$ cat config.mk
export PLATFORM = sky130hd
export DESIGN_NAME = pwm_multi
export DESIGN_NICKNAME = d
export VERILOG_FILES = /design/src/rtl/pwm_pkg.sv /design/src/rtl/pwm_multi_channel.sv /design/src/rtl/pwm_multi.sv
export SDC_FILE = /design/constraint.sdc
export NUM_CORES = 1
export LEC_CHECK = 0
export BUFFER_PORTS_ARGS = -buffer_cell sky130_fd_sc_hd__buf_4
export CORE_MARGIN = 3
export CORE_UTILIZATION = 62
export CTS_CLUSTER_SIZE = 30
export DETAILED_ROUTE_END_ITERATION = 8
export GPL_TIMING_DRIVEN = 0
export PLACE_DENSITY = 0.86
export SYNTH_ARGS = -nofsm -noshare
export SYNTH_HDL_FRONTEND = slang
export SYNTH_SLANG_ARGS = --single-unit
$ cat constraint.sdc
create_clock -name clock -period 5.8 [get_ports clock]
set_input_delay 0.58 -clock clock [delete_from_list [all_inputs] [get_ports clock]]
set_output_delay 0.58 -clock clock [all_outputs]
set_load 0.005 [all_outputs]
$ cat src/rtl/pwm_pkg.sv
// pwm_pkg: shared types and constants for the multi-channel PWM block.
//   pwm_mode_e : edge-aligned / center-aligned counting mode
//   pwm_dir_e  : counter direction, only meaningful in center mode
//   PWM_WIDTH  : default counter/period/duty width
package pwm_pkg;

  localparam int unsigned PWM_WIDTH = 8;

  typedef enum logic {
    PWM_MODE_EDGE   = 1'b0,
    PWM_MODE_CENTER = 1'b1
  } pwm_mode_e;

  typedef enum logic {
    DIR_UP   = 1'b0,
    DIR_DOWN = 1'b1
  } pwm_dir_e;

endpackage

$ cat src/rtl/pwm_multi_channel.sv
// pwm_channel: one compare channel of pwm_multi.
// Holds the duty shadow register, compares it against the counter value that
// will be present after the current edge, and registers the polarity-adjusted
// output so pwm_out lines up with count with no lag.
// Ports:
//   clock, resetPWM : rising-edge clock, async active-high reset
//   capture         : shadow update strobe from the top-level handshake
//   duty_in         : this channel's new duty value
//   count_nxt       : counter value after this edge
//   run             : enable as sampled on this edge; 0 forces inactive
//   pzero           : period will be 0 after this edge; forces inactive
//   pwm_out         : registered output, POLARITY when inactive
module pwm_channel
  import pwm_pkg::*;
#(
  parameter int unsigned WIDTH    = PWM_WIDTH,
  parameter logic        POLARITY = 1'b0
) (
  input  logic             clock,
  input  logic             resetPWM,
  input  logic             capture,
  input  logic [WIDTH-1:0] duty_in,
  input  logic [WIDTH-1:0] count_nxt,
  input  logic             run,
  input  logic             pzero,
  output logic             pwm_out
);

  logic [WIDTH-1:0] r_duty_sh;
  logic [WIDTH-1:0] w_duty_nxt;
  logic             w_active;
  logic             r_pwm;

  // The compare uses the post-edge duty so a newly captured value takes
  // effect on the very first cycle of the new period.
  always_comb begin
    w_duty_nxt = capture ? duty_in : r_duty_sh;
    w_active   = run && !pzero && (count_nxt < w_duty_nxt);
  end

  always_ff @(posedge clock or posedge resetPWM) begin
    if (resetPWM) begin
      r_duty_sh <= '0;
      r_pwm     <= POLARITY;
    end else begin
      r_duty_sh <= w_duty_nxt;
      r_pwm     <= w_active ^ POLARITY;
    end
  end

  assign pwm_out = r_pwm;

endmodule

$ cat src/rtl/pwm_multi.sv
// pwm_multi: multi-channel PWM generator.
// One shared period counter (edge- or center-aligned) drives CHANNELS compare
// channels. Period, duty and mode are double-buffered; shadows are reloaded
// only at a period boundary (or at once while disabled) through a level
// load_req / one-cycle load_ack handshake.
// Ports:
//   clock      : rising-edge clock
//   resetPWM   : asynchronous, active-high reset
//   enable     : run/stop level; 0 holds count at 0 and outputs inactive
//   load_req   : host request to capture period_in/duty_in/mode_in
//   load_ack   : one-cycle pulse during the first cycle after capture
//   mode_in    : 0 = edge-aligned, 1 = center-aligned
//   period_in  : new period P
//   duty_in    : new duties, channel i in [i*WIDTH +: WIDTH]
//   count      : current counter value
//   period_end : high during the boundary cycle while enabled
//   pwm_out    : registered PWM outputs (POLARITY bit set = active-low)
module pwm_multi
  import pwm_pkg::*;
#(
  parameter int unsigned          CHANNELS       = 4,
  parameter int unsigned          WIDTH          = PWM_WIDTH,
  parameter logic [WIDTH-1:0]     DEFAULT_PERIOD = WIDTH'(10),
  parameter logic [CHANNELS-1:0]  POLARITY       = '0
) (
  input  logic                      clock,
  input  logic                      resetPWM,
  input  logic                      enable,
  input  logic                      load_req,
  output logic                      load_ack,
  input  logic                      mode_in,
  input  logic [WIDTH-1:0]          period_in,
  input  logic [CHANNELS*WIDTH-1:0] duty_in,
  output logic [WIDTH-1:0]          count,
  output logic                      period_end,
  output logic [CHANNELS-1:0]       pwm_out
);

  logic [WIDTH-1:0] r_count;
  logic [WIDTH-1:0] r_period_sh;
  pwm_dir_e         r_dir;
  pwm_mode_e        r_mode_sh;
  logic             r_load_ack;

  logic [WIDTH-1:0] w_count_nxt;
  pwm_dir_e         w_dir_nxt;
  logic [WIDTH-1:0] w_last;
  logic             w_pzero;
  logic             w_pzero_nxt;
  logic             w_boundary;
  logic             w_capture;

  always_comb begin
    w_pzero  = (r_period_sh == '0);
    w_last   = r_period_sh - WIDTH'(1);

    // P==0 reports a boundary every cycle so a reload can always get in.
    if (w_pzero) begin
      w_boundary = 1'b1;
    end else if (r_mode_sh == PWM_MODE_EDGE) begin
      w_boundary = (r_count == w_last);
    end else begin
      w_boundary = (r_count == '0) && (r_dir == DIR_DOWN);
    end

    w_capture = load_req && (!enable || w_boundary);

    w_count_nxt = r_count;
    w_dir_nxt   = r_dir;
    if (!enable || w_capture || w_pzero) begin
      w_count_nxt = '0;
      w_dir_nxt   = DIR_UP;
    end else if (r_mode_sh == PWM_MODE_EDGE) begin
      w_count_nxt = (r_count == w_last) ? '0 : r_count + WIDTH'(1);
      w_dir_nxt   = DIR_UP;
    end else if (r_dir == DIR_UP) begin
      // Center mode dwells one extra cycle at each end while turning round.
      if (r_count == w_last) begin
        w_dir_nxt = DIR_DOWN;
      end else begin
        w_count_nxt = r_count + WIDTH'(1);
      end
    end else begin
      if (r_count == '0) begin
        w_dir_nxt = DIR_UP;
      end else begin
        w_count_nxt = r_count - WIDTH'(1);
      end
    end

    w_pzero_nxt = w_capture ? (period_in == '0) : w_pzero;
  end

  always_ff @(posedge clock or posedge resetPWM) begin
    if (resetPWM) begin
      r_count     <= '0;
      r_dir       <= DIR_UP;
      r_period_sh <= DEFAULT_PERIOD;
      r_mode_sh   <= PWM_MODE_EDGE;
      r_load_ack  <= 1'b0;
    end else begin
      r_count    <= w_count_nxt;
      r_dir      <= w_dir_nxt;
      r_load_ack <= w_capture;
      if (w_capture) begin
        r_period_sh <= period_in;
        r_mode_sh   <= pwm_mode_e'(mode_in);
      end
    end
  end

  for (genvar gi = 0; gi < CHANNELS; gi++) begin : g_ch
    pwm_channel #(
      .WIDTH    (WIDTH),
      .POLARITY (POLARITY[gi])
    ) u_ch (
      .clock     (clock),
      .resetPWM  (resetPWM),
      .capture   (w_capture),
      .duty_in   (duty_in[gi*WIDTH +: WIDTH]),
      .count_nxt (w_count_nxt),
      .run       (enable),
      .pzero     (w_pzero_nxt),
      .pwm_out   (pwm_out[gi])
    );
  end

  assign count      = r_count;
  assign load_ack   = r_load_ack;
  assign period_end = enable && w_boundary;

endmodule

==> out/results.tsv <==
metric	value	unit
crit share post-route	67.1	%
xor/xnor share of the synthesized area	2.86	%
vias in the first global route	3074	
Yosys cell types	59	
syn_nets	429	
largest net degree at the start of global routing	38	
gr usage total	25.7	%
top cells by count, synth	dfrtp_1, ha_1, a21oi_1	
crit-path leading delay family	compound AO/OA/AOI/OAI gates	
worst path cell trace	inv_1 > ha_1 > xnor2_1 > a2111oi_2 > o211a_1 > nand2_1 > buf_2 > nand2b_1 > o2111ai_1 > a21oi_1 > ha_1 > a21oi_1 > nor2b_1 > o21ai_0 > o2111a_1	
top cell type's share of synthesized area	36.1	%
Antenna Violating Nets Remaining	0	
CTS buffer count	5	
CP max stage cell	dfstp_2	
final setup margin	1910	ps
Reg2Reg Setup Slack	1910	ps
CTS sink cnt	55	
Synth Area in Simple Gates	12.4	%
Hold Fails Final Rpt	0	
CP Max Fanout	10	
Max Freq	0.257	GHz
pwr dens	239	nW/um2
Die Area	6880	um2
Avg Inst Size Synth	10.5	um2
CP bufs+invs	2	
Crit path arrival time	4140	ps
root buf cell	clkbuf_8	
hpwl dp	6630	um
filler cell count in the final layout	401	
ANT cells	0	
reg2reg start	r_period_sh[1]	
antenna violations before repair	0	
critical path class	reg2reg	
Ports	59	
min-delay worst type	in2async	
post-synthesis sequential area ratio	37.6	%
die width	82.9	um
Crit. End Element	flip-flop	
row count	27	
max incr delay on CP	570	ps
main flop type after synthesis	dfrtp_1	
worst skew pair latency	300	ps
post-DR wirelength/cell	17.4	um
Die Span Y	82.9	um
CTS tree	done	
RePlAce Congestion	0.960	
outcome	finished clean	
share of layout cells above drive strength 1	34.9	%
Post-synth EDFFs	0	
Max IR drop VDD	0.000166	V
vias	2948	
total number of yosys warnings	0	
depth of the CTS H-tree	2	
Critical R2R Capture	g_ch[0].u_ch.pwm_out	
adder-cell share of the synthesized area	11.5	%
Compound-Gate Fraction of Synth Area	15.8	%
maxcap violations	0	
area delta synth->final	17.2	%
final setup vio count	0	
multiplexer share of the synthesized area	12.5	%
cts repair resizes	0	
CP endpoint	g_ch[0].u_ch.pwm_out	
Pre-antenna DRT Iters	4	
pre-CTS WS	1970	ps
# Post-CTS Setup Buffers	0	
top cells by area, synth	dfrtp_1, ha_1, mux2i_2, mux2_2, a21oi_1	
initial DRC count	204	
largest family of logic cells by synthesized area	compound AO/OA/AOI/OAI gates	
drt total wl	8510	um
first-pass GRT wire length	14400	um
crit start category	flip-flop	
Setup TNS	0	ps
via density per instance	6.02	
measured slew at the worst slew-check pin	602	ps
initial core utilization	65.4	%
Synth Instances	351	
final cell utilization of the core	76.7	%
Relative slew margins	59.5	%
RSZ-0062 raised after global routing	no	
fin nets	495	
final slew viol count	0	
Buffers on Ports	58	
Crit path required time	6040	ps
most common cell in the netlist	dfrtp_1	
CTS Hold Buffers Added	0	
CTS Buffer Depth	2	
total power	1030	uW
Fin Clk Skew	5.55	ps
worst reg2reg path depth	15	
Yosys top cell by area	dfrtp_1	
Final min period	3890	ps
core area	5610	um2
Setup crit start	r_period_sh[1]	
Post-Syn Area	3670	um2
global route overflow	0	
DR DRC count	0	
FFs w/ async S/R, synth	100	%
Leakage	0.00205	uW
CTS clock-pin slew for the worst setup and hold paths	100	ps
flops & latches, synth	55	
Worst path depth	15	
-- kinds of logic after synthesis --
logic type | count (synthesis)
flops | 55
compound gates | 77
fa+ha+maj | 34
simple gates | 80
buf+inv | 56
xor+xnor | 12
mux | 37
-- registers in the layout (all words and copies together), names as in the netlist --
register / count
count: 8
g_ch.u_ch.pwm_out: 4
g_ch.u_ch.r_duty_sh: 32
load_ack: 1
r_dir: 1
r_mode_sh: 1
r_period_sh: 8
-- power breakdown --
part           switching [uW]  internal [uW]  total, uW  leakage, uW
Sequential               36.9            438        474     0.000661
Clock                     127           84.9        212    0.0000412
Combinational             177            162        339      0.00135
-- worst min path at each step --
stage                         startpoint                         to  slack (ps)
2_1_floorplan  g_ch[1].u_ch.r_duty_sh[1]  g_ch[1].u_ch.r_duty_sh[1]         460
3_3_place_gp   g_ch[1].u_ch.r_duty_sh[3]  g_ch[1].u_ch.r_duty_sh[3]         470
3_5_place_dp   g_ch[2].u_ch.r_duty_sh[5]  g_ch[2].u_ch.r_duty_sh[5]         480
4_1_cts                         resetPWM                   load_ack         270
5_1_grt                         resetPWM                   load_ack         270
6_report                        resetPWM                   load_ack         260
-- per-layer routing --
| layer | global-route usage (%) | vias to the layer above | wire length [um] |
|---|---|---|---|
| met1 | 32.5 | 1448 | 3540 |
| met2 | 45.8 | 83 | 4440 |
| met5 | 0 | - | 0 |
| met4 | 6.84 | 0 | 142 |
| li1 | - | 1401 | - |
| met3 | 3.67 | 16 | 387 |
-- per-stage QoR --
stage          hold slack [ps]  std cells  instance area [um2]
2_1_floorplan              456        351                 3670
3_3_place_gp               472        481                 4200
3_5_place_dp               479        482                 4220
4_1_cts                    273        490                 4300
5_1_grt                    274        490                 4300
6_report                   263        490                 4300
-- area by class of cell --
| class | count | area [um2] | share of cell area (%) |
|---|---|---|---|
| well taps | 72 | 90.1 | 2.09 |
| multi-input cells | 240 | 2020 | 47.0 |
| repair buffers | 59 | 455 | 10.6 |
| flip-flops and latches | 55 | 1380 | 32.1 |
| plain buffers | 18 | 129 | 3.00 |
| clock inverters | 2 | 12.5 | 0.291 |
| inverters | 38 | 143 | 3.32 |
| clock buffers | 6 | 72.6 | 1.69 |
-- cells in the final DEF, fill, tap and decap left out, drive strengths merged, types with 4 or more instances in the layout --
| master | n |
|---|---|
| o21a | 5 |
| nand3 | 12 |
| a21oi | 22 |
| inv | 38 |
| nand2 | 14 |
| ha | 33 |
| o2111a | 4 |
| a2111oi | 5 |
| buf | 71 |
| nor2b | 6 |
| mux2i | 24 |
| mux2 | 13 |
| nor2 | 10 |
| o211ai | 10 |
| o21ai | 13 |
| xnor2 | 9 |
| and3 | 6 |
| dfrtp | 53 |
| and4 | 4 |
| nor3 | 8 |
| clkbuf | 12 |
Note: power is estimated with default switching activity, not from simulation.
